**src/rtl/fp_mantissa_align_add_pkg.sv**
```systemverilog
// Shared widths, the aligned-add result payload and float32 special constants.
// Contents: EXP_W/FRAC_W widths, align_result_t register payload,
//           pos_inf_32 / neg_inf_32 / nan_exp_32 for the enclosing float adder.
package fp_mantissa_align_add_pkg;

  localparam int unsigned EXP_W  = 8;
  localparam int unsigned FRAC_W = 23;

  // Float32 special encodings used by the surrounding adder.
  localparam logic [31:0]      pos_inf_32 = 32'h7F80_0000;
  localparam logic [31:0]      neg_inf_32 = 32'hFF80_0000;
  localparam logic [EXP_W-1:0] nan_exp_32 = 8'hFF;

  // One registered result of the align-and-add stage.
  typedef struct packed {
    logic [EXP_W-1:0]  diff;
    logic              borrow;
    logic [EXP_W-1:0]  exp_max;
    logic [FRAC_W-1:0] frac_shifted;
    logic [FRAC_W-1:0] sum;
    logic              cout;
  } align_result_t;

endpackage

```
**src/rtl/fp_mantissa_align_add_csa.sv**
```systemverilog
// 23-bit combinational carry-select adder: {cout, sum} = a + b.
// Ports: a, b (23-bit addends), sum (low 23 bits), cout (carry out).
// Structure: 7-bit ripple low block, then four 4-bit select blocks that
// precompute both carry-in cases and pick one with the incoming carry.
module carry_select_adder_23
  import fp_mantissa_align_add_pkg::*;
(
  input  logic [FRAC_W-1:0] a,
  input  logic [FRAC_W-1:0] b,
  output logic [FRAC_W-1:0] sum,
  output logic              cout
);

  localparam int unsigned LOW_W = 7;
  localparam int unsigned BLK_W = 4;
  localparam int unsigned NBLK  = (FRAC_W - LOW_W) / BLK_W;

  logic [NBLK:0]  carry;
  logic [LOW_W:0] low;

  // Low ripple block.
  assign low              = {1'b0, a[LOW_W-1:0]} + {1'b0, b[LOW_W-1:0]};
  assign sum[LOW_W-1:0]   = low[LOW_W-1:0];
  assign carry[0]         = low[LOW_W];

  // Select blocks: both carry-in results computed, incoming carry picks one.
  for (genvar g = 0; g < int'(NBLK); g++) begin : g_blk
    localparam int unsigned LSB = LOW_W + BLK_W * 32'(g);
    logic [BLK_W:0] s0;
    logic [BLK_W:0] s1;
    assign s0 = {1'b0, a[LSB +: BLK_W]} + {1'b0, b[LSB +: BLK_W]};
    assign s1 = {1'b0, a[LSB +: BLK_W]} + {1'b0, b[LSB +: BLK_W]} + (BLK_W+1)'(1);
    assign sum[LSB +: BLK_W] = carry[g] ? s1[BLK_W-1:0] : s0[BLK_W-1:0];
    assign carry[g+1]        = carry[g] ? s1[BLK_W]     : s0[BLK_W];
  end

  assign cout = carry[NBLK];

endmodule

```
**src/rtl/fp_mantissa_align_add.sv**
```systemverilog
// Registered exponent-subtract, fraction-align and fraction-add stage.
// Inputs : clk, rst_n (async active-low), in_valid, exp_a, exp_b, frac_a, frac_b.
// Outputs: out_valid, diff (exp_a-exp_b mod 256), borrow (exp_b>exp_a),
//          exp_max, frac_shifted (aligned smaller-exponent fraction),
//          sum/cout (kept fraction + aligned fraction). Latency 1, no backpressure.
module fp_mantissa_align_add
  import fp_mantissa_align_add_pkg::*;
(
  input  logic              clk,
  input  logic              rst_n,
  input  logic              in_valid,
  input  logic [EXP_W-1:0]  exp_a,
  input  logic [EXP_W-1:0]  exp_b,
  input  logic [FRAC_W-1:0] frac_a,
  input  logic [FRAC_W-1:0] frac_b,
  output logic              out_valid,
  output logic [EXP_W-1:0]  diff,
  output logic              borrow,
  output logic [EXP_W-1:0]  exp_max,
  output logic [FRAC_W-1:0] frac_shifted,
  output logic [FRAC_W-1:0] sum,
  output logic              cout
);

  logic [EXP_W:0]    sub_c;
  logic              borrow_c;
  logic [EXP_W-1:0]  shamt_c;
  logic [FRAC_W-1:0] shift_src_c;
  logic [FRAC_W-1:0] keep_c;
  logic [FRAC_W-1:0] shifted_c;
  logic [FRAC_W-1:0] sum_c;
  logic              cout_c;
  align_result_t     res_c;
  align_result_t     res_q;
  logic              valid_q;

  // 9-bit exponent subtract; MSB is the borrow.
  assign sub_c    = {1'b0, exp_a} - {1'b0, exp_b};
  assign borrow_c = sub_c[EXP_W];

  // Absolute exponent difference and operand selection.
  assign shamt_c     = borrow_c ? EXP_W'(~sub_c[EXP_W-1:0] + EXP_W'(1)) : sub_c[EXP_W-1:0];
  assign shift_src_c = borrow_c ? frac_a : frac_b;
  assign keep_c      = borrow_c ? frac_b : frac_a;

  // Log barrel shifter (1,2,4,8,16); anything at or beyond the width clears.
  always_comb begin
    shifted_c = shift_src_c;
    if (shamt_c[0]) shifted_c = shifted_c >> 1;
    if (shamt_c[1]) shifted_c = shifted_c >> 2;
    if (shamt_c[2]) shifted_c = shifted_c >> 4;
    if (shamt_c[3]) shifted_c = shifted_c >> 8;
    if (shamt_c[4]) shifted_c = shifted_c >> 16;
    if (shamt_c >= EXP_W'(FRAC_W)) shifted_c = '0;
  end

  carry_select_adder_23 u_csa (
    .a    (keep_c),
    .b    (shifted_c),
    .sum  (sum_c),
    .cout (cout_c)
  );

  always_comb begin
    res_c              = '0;
    res_c.diff         = sub_c[EXP_W-1:0];
    res_c.borrow       = borrow_c;
    res_c.exp_max      = borrow_c ? exp_b : exp_a;
    res_c.frac_shifted = shifted_c;
    res_c.sum          = sum_c;
    res_c.cout         = cout_c;
  end

  // Data loads only on valid input; valid tracks the input one cycle later.
  always_ff @(posedge clk or negedge rst_n) begin
    if (!rst_n) begin
      valid_q <= 1'b0;
      res_q   <= '0;
    end else begin
      valid_q <= in_valid;
      if (in_valid) res_q <= res_c;
    end
  end

  assign out_valid    = valid_q;
  assign diff         = res_q.diff;
  assign borrow       = res_q.borrow;
  assign exp_max      = res_q.exp_max;
  assign frac_shifted = res_q.frac_shifted;
  assign sum          = res_q.sum;
  assign cout         = res_q.cout;

endmodule

```
**config.mk**
```make
export PLATFORM = sky130hd
export DESIGN_NAME = fp_mantissa_align_add
export DESIGN_NICKNAME = d
export VERILOG_FILES = /design/src/rtl/fp_mantissa_align_add_pkg.sv /design/src/rtl/fp_mantissa_align_add_csa.sv /design/src/rtl/fp_mantissa_align_add.sv
export SDC_FILE = /design/constraint.sdc
export NUM_CORES = 1
export LEC_CHECK = 0
export CAP_MARGIN = 20
export CORE_UTILIZATION = 53
export CTS_CLUSTER_DIAMETER = 60
export DETAILED_ROUTE_END_ITERATION = 8
export PLACE_DENSITY = 0.82
export SYNTH_ARGS = -nofsm -noshare
export SYNTH_HDL_FRONTEND = slang
export SYNTH_HIERARCHICAL = 1
export SYNTH_SLANG_ARGS = --single-unit
```
**constraint.sdc**
```tcl
create_clock -name clk -period 1.15 [get_ports clk]
set_clock_uncertainty 0.1 [all_clocks]
set_input_delay 0.115 -clock clk [delete_from_list [all_inputs] [get_ports clk]]
set_output_delay 0.115 -clock clk [all_outputs]
set_load 0.1 [all_outputs]
```
==> summary by stage, run 1 <==
Synthesis
In this run, synthesis inferred 0 flip-flops with an integrated enable. The synthesized design spends more area on one cell type than any other, namely dfrtp_1. Summing the areas of all compound-gate instances in the mapped netlist gives 16.1% of the synthesized area. After synthesis, the largest family of logic cells by area is multiplexers.

In this run the mean area of a mapped cell was between 9 and 10 µm². By instance count, the leading cell after synthesis is nand2_1. The most instantiated flip-flop cell in the synthesis netlist is dfrtp_1. By count the netlist is led by nand2_1, dfrtp_1, mux2_2. The cell area that synthesis handed to floorplanning was ~6200 µm².

The area share of the leading cell type in the synthesized netlist is about a quarter. In this run, distinct cell masters in the synthesized netlist total 79. Of the total synthesized cell area, the portion taken by AND, OR, NAND and NOR gates is between 15 and 20%.

After Yosys synthesis, XOR and XNOR cells account for approximately 6.6% of the synthesized area. The number of nets handed over by synthesis was 750. The sequential area share after synthesis is a little over a quarter.

Counting flops and latches in the post-synthesis netlist gives 65. After synthesis, the share of cell area in mux cells is roughly a fifth. The fraction of synthesis flops using an asynchronous set or reset pin is 100%. The total number of yosys warnings is 6. Of the total synthesized cell area, the portion taken by full adders, half adders and majority gates is under 10%. The cell count after synthesis came out at ~640. Ranked by total cell area, the synthesized netlist is headed by dfrtp_1, mux4_2, mux2_2.

Clock network
Counting the buffers created by CTS gives 9. The H-tree depth is 3. Clock tree synthesis found a total of between 60 and 70 sinks.

Counting along the longest clock path gives a buffer depth of 2. The number of post-CTS setup repair buffers is between 90 and 100. The hold buffer count at CTS is 3. The master cell of the clock root buffer is clkbuf_16. The number of gates resized after CTS is 248.

Floorplanning
The die is approximately 110 µm wide. In this run the core area contains 39 standard-cell rows. The starting utilization of the core area is between 50% and 60%. The die is ~110 µm tall.

between 100 and 150 I/O pins were placed.

Placement
The HPWL after detailed placement is 20200 µm. Summing all placed instances gives a cell area of 10000 µm². The number of buffers inserted by port buffering is approximately 130.

The post-placement worst setup slack is -5.50 ns. The routability congestion estimate is 1.13.

Status
The last stage reached is 4_1_cts. The run stopped with a tool error. The first error in the log reads "[ERROR DPL-0038] Utilization greater than 100%, impossible to legalize".
## kinds of logic after synthesis
logic type	count (synthesis)
mux	85
compound gates	133
flops	65
simple gates	217
fa+ha+maj	42
xor+xnor	44
buf+inv	57
## metrics by stage
stage	std cells	hold WS [ns]
after floorplan	643	-0.281
after detailed placement	1094	0.0595
after global placement	1094	0.0516
==> run 2, diff against run 1 <==
CORE_UTILIZATION = 40   (was 53)
CTS_CLUSTER_DIAMETER = default   (was 60)
PLACE_DENSITY = default   (was 0.82)
PLACE_DENSITY_LB_ADDON = 0.15   (was default)
==> summary by stage, run 2 <==
Status
The run finished, with violations left. The checks that failed: negative hold slack, negative setup slack.

Synthesis
In the synthesized netlist the async set-or-reset flop fraction comes to 100%. The combinational family with the most area after synthesis is multiplexers. After Yosys synthesis, XOR and XNOR cells account for between 6 and 7% of the synthesized area. Measured against the total synthesized area, the mux share comes to a little over a fifth. The number of standard cells after synthesis is approximately 640.

In this run, synthesis inferred 0 flip-flops with an integrated enable. The adder and majority cell fraction of the synthesized area is 9.17%. Synthesis produced a netlist with a net count of 750. The total number of yosys warnings is 6. The sequential area share after synthesis is 26.1%.

The dominant cell type by area after synthesis is dfrtp_1. The most instantiated flip-flop cell in the synthesis netlist is dfrtp_1. Of the total synthesized cell area, the portion taken by AND, OR, NAND and NOR gates is 16.4%. The average cell area after synthesis is 9.67 µm². After synthesis the netlist holds a flip-flop and latch count of 65. Counting instances in the post-synthesis netlist gives the leading cell types as nand2_1, dfrtp_1, mux2_2. By instance count, the leading cell after synthesis is nand2_1. Synthesis instantiated 79 different standard cells from the library. By area the synthesized netlist is led by dfrtp_1, mux4_2, mux2_2. The synthesized design devotes to its leading area cell type a little over a quarter of total area. The cell area that synthesis handed to floorplanning was roughly 6200 µm².

The complex-gate fraction of the synthesized area is roughly 16%.

Finish
Once layout is complete, the cells apart from fillers number roughly 1200. Counting the fill cells in the layout gives just under 900. At the end of the flow the core is filled with cells to 79.9%. After routing the design area is approximately 12000 µm². The share of layout cells above drive strength 1 is approximately three fifths. In the layout the commonest cells are buf_4, nand2_1, buf_12. The repair_antennas step left the layout with diodes totalling 0.

The area growth from synthesis to layout is 95.3%. The number of nets in the finished design is 1156. The commonest non-fill, non-tap cell in the layout is buf_4.

Pwr
The part of the power in combinational logic is a little under three quarters. In this run the static leakage power is ~5.5 nW. The power density over cell area is around 1900 nW/µm². Net switching is about 46% of the power.

For this design the total switching power over the nets is between 10 and 15 mW. Power comes to roughly 23 mW. The worst-case IR drop observed on VDD is between 0.001 and 0.0015 V.

The internal portion of total power is 12.3 mW. The sequential group share of total power is ~14%. In this run, the clock network consumes 14.6% of the power.

Global route
The global-route wire length before repair is roughly 38000 µm. The sum of overflow across all layers after global routing is 0. The number of global-route vias before repair came to 7142. Entering global routing, the biggest net connects 66 pins.

The initial antenna violation count is 1. The aggregate global-route resource usage is 31.2%.

Floorplanning
From bottom edge to top edge, the die measures 127 µm. The core area is ~15000 µm². The die covers 16100 µm².

The floorplan row count is between 40 and 50. The die extent in x is 127 µm. The starting utilization of the core area is between 40 and 50%. 130 I/O pins were placed.

Clock network
CTS placed an instance of clkbuf_16 at the clock tree root. The clock sink count is 65. The insertion delay of the later-clocked pin in the worst-skew pair is 0.35 ns. The H-tree depth is 3. The CTS tree is done. The TritonCTS buffer count is 9. No sink is reached through more buffers than the 2 on the longest clock path.

After clock tree synthesis, the clock-pin slew on the worst setup and hold paths is around 0.060 ns.

Route
The number of vias per cell after detailed routing is 5.73. The violation count after the first detailed-routing iteration is about 520. For this block, the routed nets add up to ~26000 µm of wire. In this run the remaining antenna-violating nets after routing total 0.

The number of optimization iterations in the first detailed-route pass is 5. The number of remaining DRC errors is 0. The total vias in the final route is a little over 7000. Dividing the detail-routed wire length by the instance count gives between 20 and 25 µm.

Critical path
The cell that appears most often on the critical path is buf_12. The startpoint-to-endpoint class of the critical path is input port to flop. The standard cell with the maximum stage delay on the critical path is mux4_2. Data arrives at the worst endpoint at 5.78 ns. The critical path required time is between 1 and 1.5 ns.

The maximum fanout count along the critical path is 6. The startpoint type of the worst setup path is an input port. The critical path capture point type is a flop. In this design, the stage delay of the slowest critical-path cell is 0.58 ns.

STA
The timing-limited maximum frequency is 177 MHz. The smallest clock period supported by the final layout is computed as around 5.7 ns. Setup repair after global routing could not meet its margin everywhere.

The count of endpoints failing setup in the final report is ~100. Hold timing on the final database bottoms out at a slack of -0.00810 ns. The count of pins over their slew limit is 0. Across all setup checks in the final design, the least slack found is -4.50 ns. The aggregate negative setup slack is -150.83 ns. The final critical path takes up 491% of the cycle. The number of endpoints with negative hold slack in the final report is 1. The relative slew slack is between 60% and 70%.

For the pin with the worst max-slew slack, the measured transition is about 0.55 ns.

Placement
The routability congestion estimate is about 0.9. Once detailed placement completed, the half-perimeter wirelength came to 17900 µm. Buffers placed on the I/O ports in this run total roughly 130. The standard cell area after detailed placement is 10100 µm².

The count of placed standard cells including taps is about 1100.

Job
Max-cap violations in this run came to 0.

Min path
The worst hold-check path type is input port to flop.
==> run 2: cell counts after synthesis <==
Identical to the previous run, type by type.
==> run 2: path summary, 6_finish.rpt <==
path | from | to | slack [ns] | depth (start not counted)
setup / recovery | exp_a[0] | sum[20] | -4.50 | 26
hold / removal | exp_a[3] | exp_max[3] | -0.008 | 3
setup reg to reg | frac_shifted[18] | frac_shifted[18] | 0.11 | 2
hold reg to reg | diff[0] | diff[0] | 0.46 | 1
max in group asynchronous | rst_n | frac_shifted[7] | 0.42 | 3
min in group asynchronous | rst_n | exp_max[3] | 0.21 | 3
==> run 2: logic make-up after synthesis <==
| group | count (synthesis) |
|---|---|
| AND/OR/NAND/NOR | 217 |
| AO/OA/AOI/OAI | 133 |
| multiplexers | 85 |
| flip-flops | 65 |
| buffers and inverters | 57 |
| XOR/XNOR | 44 |
| adder cells (fa/ha/maj) | 42 |
==> run 2: cell type report <==
cell class | count | area (µm²) | area share, %
Timing Repair Buffer | 430 | 4560 | 37.6
Inverter | 22 | 108 | 0.886
Tap cell | 188 | 235 | 1.94
Multi-Input combinational cell | 521 | 5270 | 43.4
Clock buffer | 11 | 243 | 2.00
Sequential cell | 65 | 1630 | 13.4
Clock inverter | 5 | 103 | 0.845
==> run 2: through the flow <==
stage               setup WS, ns  hold slack, ns
floorplan                  -4.48          -0.281
global placement           -5.29          0.0560
detailed placement         -5.50          0.0605
finish                     -4.50        -0.00810
global route               -4.69        -0.00104
CTS                        -4.48          0.0736
==> run 2: power groups by stage <==
stage                     clock network [mW]  logic [mW]  registers, mW
final                                   3.31        16.0           3.29
after global routing                    3.40        16.7           3.34
after CTS                               3.32        14.9           3.29
after detailed placement                   0        13.4           3.32
after global placement                     0        13.4           3.28
after floorplan                            0        4.32           6.43
==> run 2: what timing repair did <==
action                                  4_1_cts  5_1_grt
endpoints found under the setup margin      122      127
pin swaps                                    52       33
buffers inserted                             38       57
hold buffers                                  4        4
gates resized for setup                     151      129
hold endpoints to repair                     67        3
gates cloned                                  1        1
==> run 2: critical path: cells and delay by family <==
family	cells	cell delay, ns
buffers and inverters	6	0.65
AO/OA/AOI/OAI	8	1.94
adder cells (fa/ha/maj)	3	0.81
XOR/XNOR	1	0.16
AND/OR/NAND/NOR	3	0.38
multiplexers	5	1.71
==> run 2: layer usage <==
metal | global-route usage [%] | share of wire, %
met1 | 41.4 | 42
met2 | 52.6 | 49
met3 | 3.29 | 6.1
met4 | 11.6 | 2.9
met5 | 0 | 0
Note: power is estimated with default switching activity, not from simulation.
==> run 3, diff against run 2 <==
CORE_MARGIN = 1   (was default)
MAX_ROUTING_LAYER = met4   (was default)
==> summary by stage, run 3 (same netlist as run 2, synthesis figures left out) <==
Critical path
Of all nets on the critical path, the largest fanout is 8. STA classifies the critical path startpoint as an input port. The standard cell with the maximum stage delay on the critical path is mux4_2. The critical path capture point type is a flop. The critical path required time is 1.28 ns.

The arrival time of data at the critical path endpoint is 5.79 ns. The critical path is of the input port to flop type. The largest single stage delay on the critical path is about 0.55 ns.

Status
The checks that failed: negative setup slack. The run finished, with violations left.

Route
After detailed routing, the number of vias per cell comes to ~5.6. The remaining antenna violation count after routing is 0. Dividing the detail-routed wire length by the instance count gives 20.7 µm. Across all layers, the routed design uses about 7000 vias. The number of remaining DRC errors is 0.

The routed design has 25800 µm of wire. For this run, the detailed router's first-pass iteration total came to 5. The violation count after the first detailed-routing iteration is about 390.

Finish
The library cell used most frequently in the layout, excluding fill and tap cells, is buf_4. The share of layout cells above drive strength 1 is about 57%. The number of nets in the finished design is roughly 1200. The library cells used most frequently in the layout, excluding fill and tap cells, are buf_4, nand2_1, buf_12. For this run, the number of standard cells in the final layout without fillers is 1242. 0 antenna diodes ended up in the layout. The area growth from synthesis to layout is 93.8%.

Global route
The first global-routing pass estimated between 30000 and 40000 µm of wire. For this run, the total global-route usage over all layers was measured as 32.4%. The pin count of the biggest net entering global routing is 66. The number of global-route vias before repair is between 7000 and 8000. The initial antenna violation count is 0. The sum of overflow across all layers after global routing is 0.

STA
For the finished layout, the period the worst path requires is roughly 5.7 ns. The count of pins over their slew limit came to 0. The count of endpoints failing setup in the final report is 104. The worst setup slack after layout is -4.50 ns. The number of endpoints with negative hold slack in the final report is 0. The worst path uses 492% of the clock period. The timing-limited maximum frequency is about 180 MHz. At the pin with the least slew margin, the transition time is approximately 0.53 ns.

Setup repair after global routing could not meet its margin everywhere. Measured against its own limit, the worst slew margin works out to between 60% and 70%.

Placement
Buffers placed on the I/O ports in this run total between 100 and 150. At the end of routability-driven placement, the weighted congestion stood at 0.908. The wire-length estimate of the detail-placed layout is ~18000 µm.

The number of placed instances, taps included, is between 1000 and 1500. The post-placement worst setup slack is -5.42 ns.

Floorplanning
The die extent in x is 127 µm. Once the floorplan was initialized, standard cells occupied between 40 and 50% of the core. The die covers 16100 µm². The I/O pin total is 130. The floorplan row count is 45. The core region is about 15000 µm². The floorplan step set the die height to between 100 and 150 µm.

Pwr
The maximum vdd ir drop is 0.00162 V. The leakage dissipation is between 5 and 6 nW. The power density over cell area is about 1800 nW/µm².

Job
The number of max-cap violations is 0.

Clock network
TritonCTS built the clock tree. The clock drives 65 sinks. The H-tree generated during clock tree synthesis spans 3 levels.

Buffers inserted during clock tree synthesis total 9. The maximum root-to-sink buffer count is 2. The master cell of the clock root buffer is clkbuf_16. The insertion delay of the later-clocked pin in the worst-skew pair is roughly 0.35 ns. The clock transition at the registers of the reported paths is 0.06 ns.

Min path
The path class of the tightest hold or removal check is input port to flop.
==> run 3: cell types whose count changed in the layout (fill, tap and decap cells not counted), moves of 4 or more <==
cell,change
mux2_2,+5
a22oi_1,+4
mux2_4,-5
inv_2,-4
a22oi_2,-4
==> run 3: what timing repair did <==
| item | 4_1_cts | 5_1_grt |
|---|---|---|
| hold endpoints to repair | 68 | 1 |
| hold buffers | 5 | 2 |
| pin swaps | 54 | 43 |
| gates resized for setup | 175 | 99 |
| endpoints found under the setup margin | 127 | 127 |
| buffers inserted | 50 | 47 |
| gates cloned | 4 | 0 |
==> run 3: cell type report <==
type	instances	area (µm²)
clock buffers	11	243
clock inverters	5	55.1
fillers	928	3140
inverters	22	110
multi-input cells	521	5230
flip-flops and latches	65	1630
well taps	188	235
repair buffers	430	4560
==> run 3: worst max-delay path: cells and delay by family <==
family	cells	cell delay [ns]
buffers and inverters	7	0.77
adder cells (fa/ha/maj)	3	0.84
AO/OA/AOI/OAI	6	1.15
multiplexers	6	2.14
AND/OR/NAND/NOR	3	0.57
XOR/XNOR	1	0.16
==> run 3: final timing paths <==
kind	startpoint	endpoint	cells after the start	slack, ns
setup / recovery	exp_a[0]	sum[20]	26	-4.50
hold / removal	exp_a[6]	exp_max[6]	3	0.01
setup reg to reg	frac_shifted[21]	frac_shifted[21]	4	0.07
hold reg to reg	frac_shifted[0]	frac_shifted[0]	2	0.45
max in group asynchronous	rst_n	sum[18]	3	0.42
min in group asynchronous	rst_n	exp_max[2]	3	0.22
==> run 3: stage by stage <==
step	util, %	total power [mW]	hold WS, ns	TNS, ns	area, µm²
after floorplan	-	10.7	-0.281	-141.85	6480
after global placement	66.1	16.5	0.0566	-201.66	10100
after detailed placement	66.1	16.6	0.0597	-205.32	10100
after CTS	75.5	21.0	0.0368	-149.31	11500
after global routing	79.3	22.7	0.0430	-159.62	12100
final	79.3	21.9	0.0125	-152.67	12100
==> run 3: metal layers <==
metal  vias up  part of all wire, %  track usage, %
li1       3162                    -               -
met1      3472                   43            41.4
met2       282                   49            53.8
met3        47                  5.6            3.71
met4         0                  2.4            10.7
met5         -                    0               -
==> run 3: power by group <==
part / internal [mW] / switching [mW] / leakage [nW] / total, mW
Clock: 1.73 / 1.08 / 0.142 / 2.81
Combinational: 7.25 / 8.61 / 4.54 / 15.9
Sequential: 2.76 / 0.522 / 0.811 / 3.28
Total: 11.7 / 10.2 / 5.50 / 21.9
==> run 4, diff against run 3 <==
CORE_UTILIZATION = 53   (was 40)
==> summary by stage, run 4 <==
Synthesis
After synthesis, the share of cell area in mux cells is 21.1%. Counting instances in the post-synthesis netlist gives the leading cell types as nand2_1, dfrtp_1, mux2_2. The number of nets handed over by synthesis was 750. The total number of yosys warnings is 6.

The average cell area after synthesis is 9.67 µm². By area the synthesized netlist is led by dfrtp_1, mux4_2, mux2_2. The adder and majority cell fraction of the synthesized area is 9.17%. dfrtp_1 takes more of the synthesized area than any other cell. The xor/xnor share of the synthesized area is roughly 6.6%. Summing every instance area after synthesis gives between 6000 and 7000 µm². The count of flip-flops with a built-in enable after synthesis is 0. Counting flops and latches in the post-synthesis netlist gives between 60 and 70. The number of standard cells after synthesis is 643.

By instance count, the leading cell after synthesis is nand2_1. For this run, asynchronously set or reset flops after synthesis account for between 90% and 100%. For this run, the leading register cell type out of synthesis is dfrtp_1. The complex-gate fraction of the synthesized area is 16.1%. After synthesis, the largest family of logic cells by area is multiplexers.

The sequential area share after synthesis is about a quarter. Of the post-synthesis cell area, the dominant cell type holds between 20% and 30%. The synthesized netlist devotes between 15 and 20% of its cell area to simple gates.

In this run, distinct cell masters in the synthesized netlist total 79.

Clock network
Once the clock tree was built, the setup fixing pass inserted 68 buffers. The maximum root-to-sink buffer count is 2. The master cell of the clock root buffer is clkbuf_16. The number of clock buffers added by TritonCTS is 9. The H-tree depth is 3.

The hold buffer count at CTS is 4. The clock net in this run drives a total of between 60 and 70 sinks. The number of gates resized after CTS is between 200 and 250.

Placement
At the end of routability-driven placement, the weighted congestion stood at around 1.1. The count of buffers added on input and output ports is 129. The placed wire-length estimate after detailed placement is roughly 19000 µm.

Floorplanning
From bottom edge to top edge, the die measures ~110 µm. The starting utilization of the core area is approximately 54%. In this run the core area contains 39 standard-cell rows. The I/O pin total is between 100 and 150.

The die extent in x is between 100 and 150 µm.

Status
The run stopped with a tool error. The last stage reached is 4_1_cts. The tool reported: "[ERROR DPL-0038] Utilization greater than 100%, impossible to legalize".
[run 4: cell counts after synthesis]
No cell type changed its count.
[run 4: kinds of logic after synthesis]
group | Yosys count
adders and majority gates | 42
buffers and inverters | 57
DFF | 65
xor gates and xnor gates | 44
AOI/OAI and AO/OA | 133
and+or+nand+nor | 217
muxes | 85
[run 4: per-stage QoR]
stage | cells | TNS, ns | worst slack (ns) | cell area (µm²)
floorplan | 643 | -141.85 | -4.48 | 6480
global placement | 1089 | -195.46 | -5.03 | 9980
detailed placement | 1089 | -206.00 | -5.36 | 9980
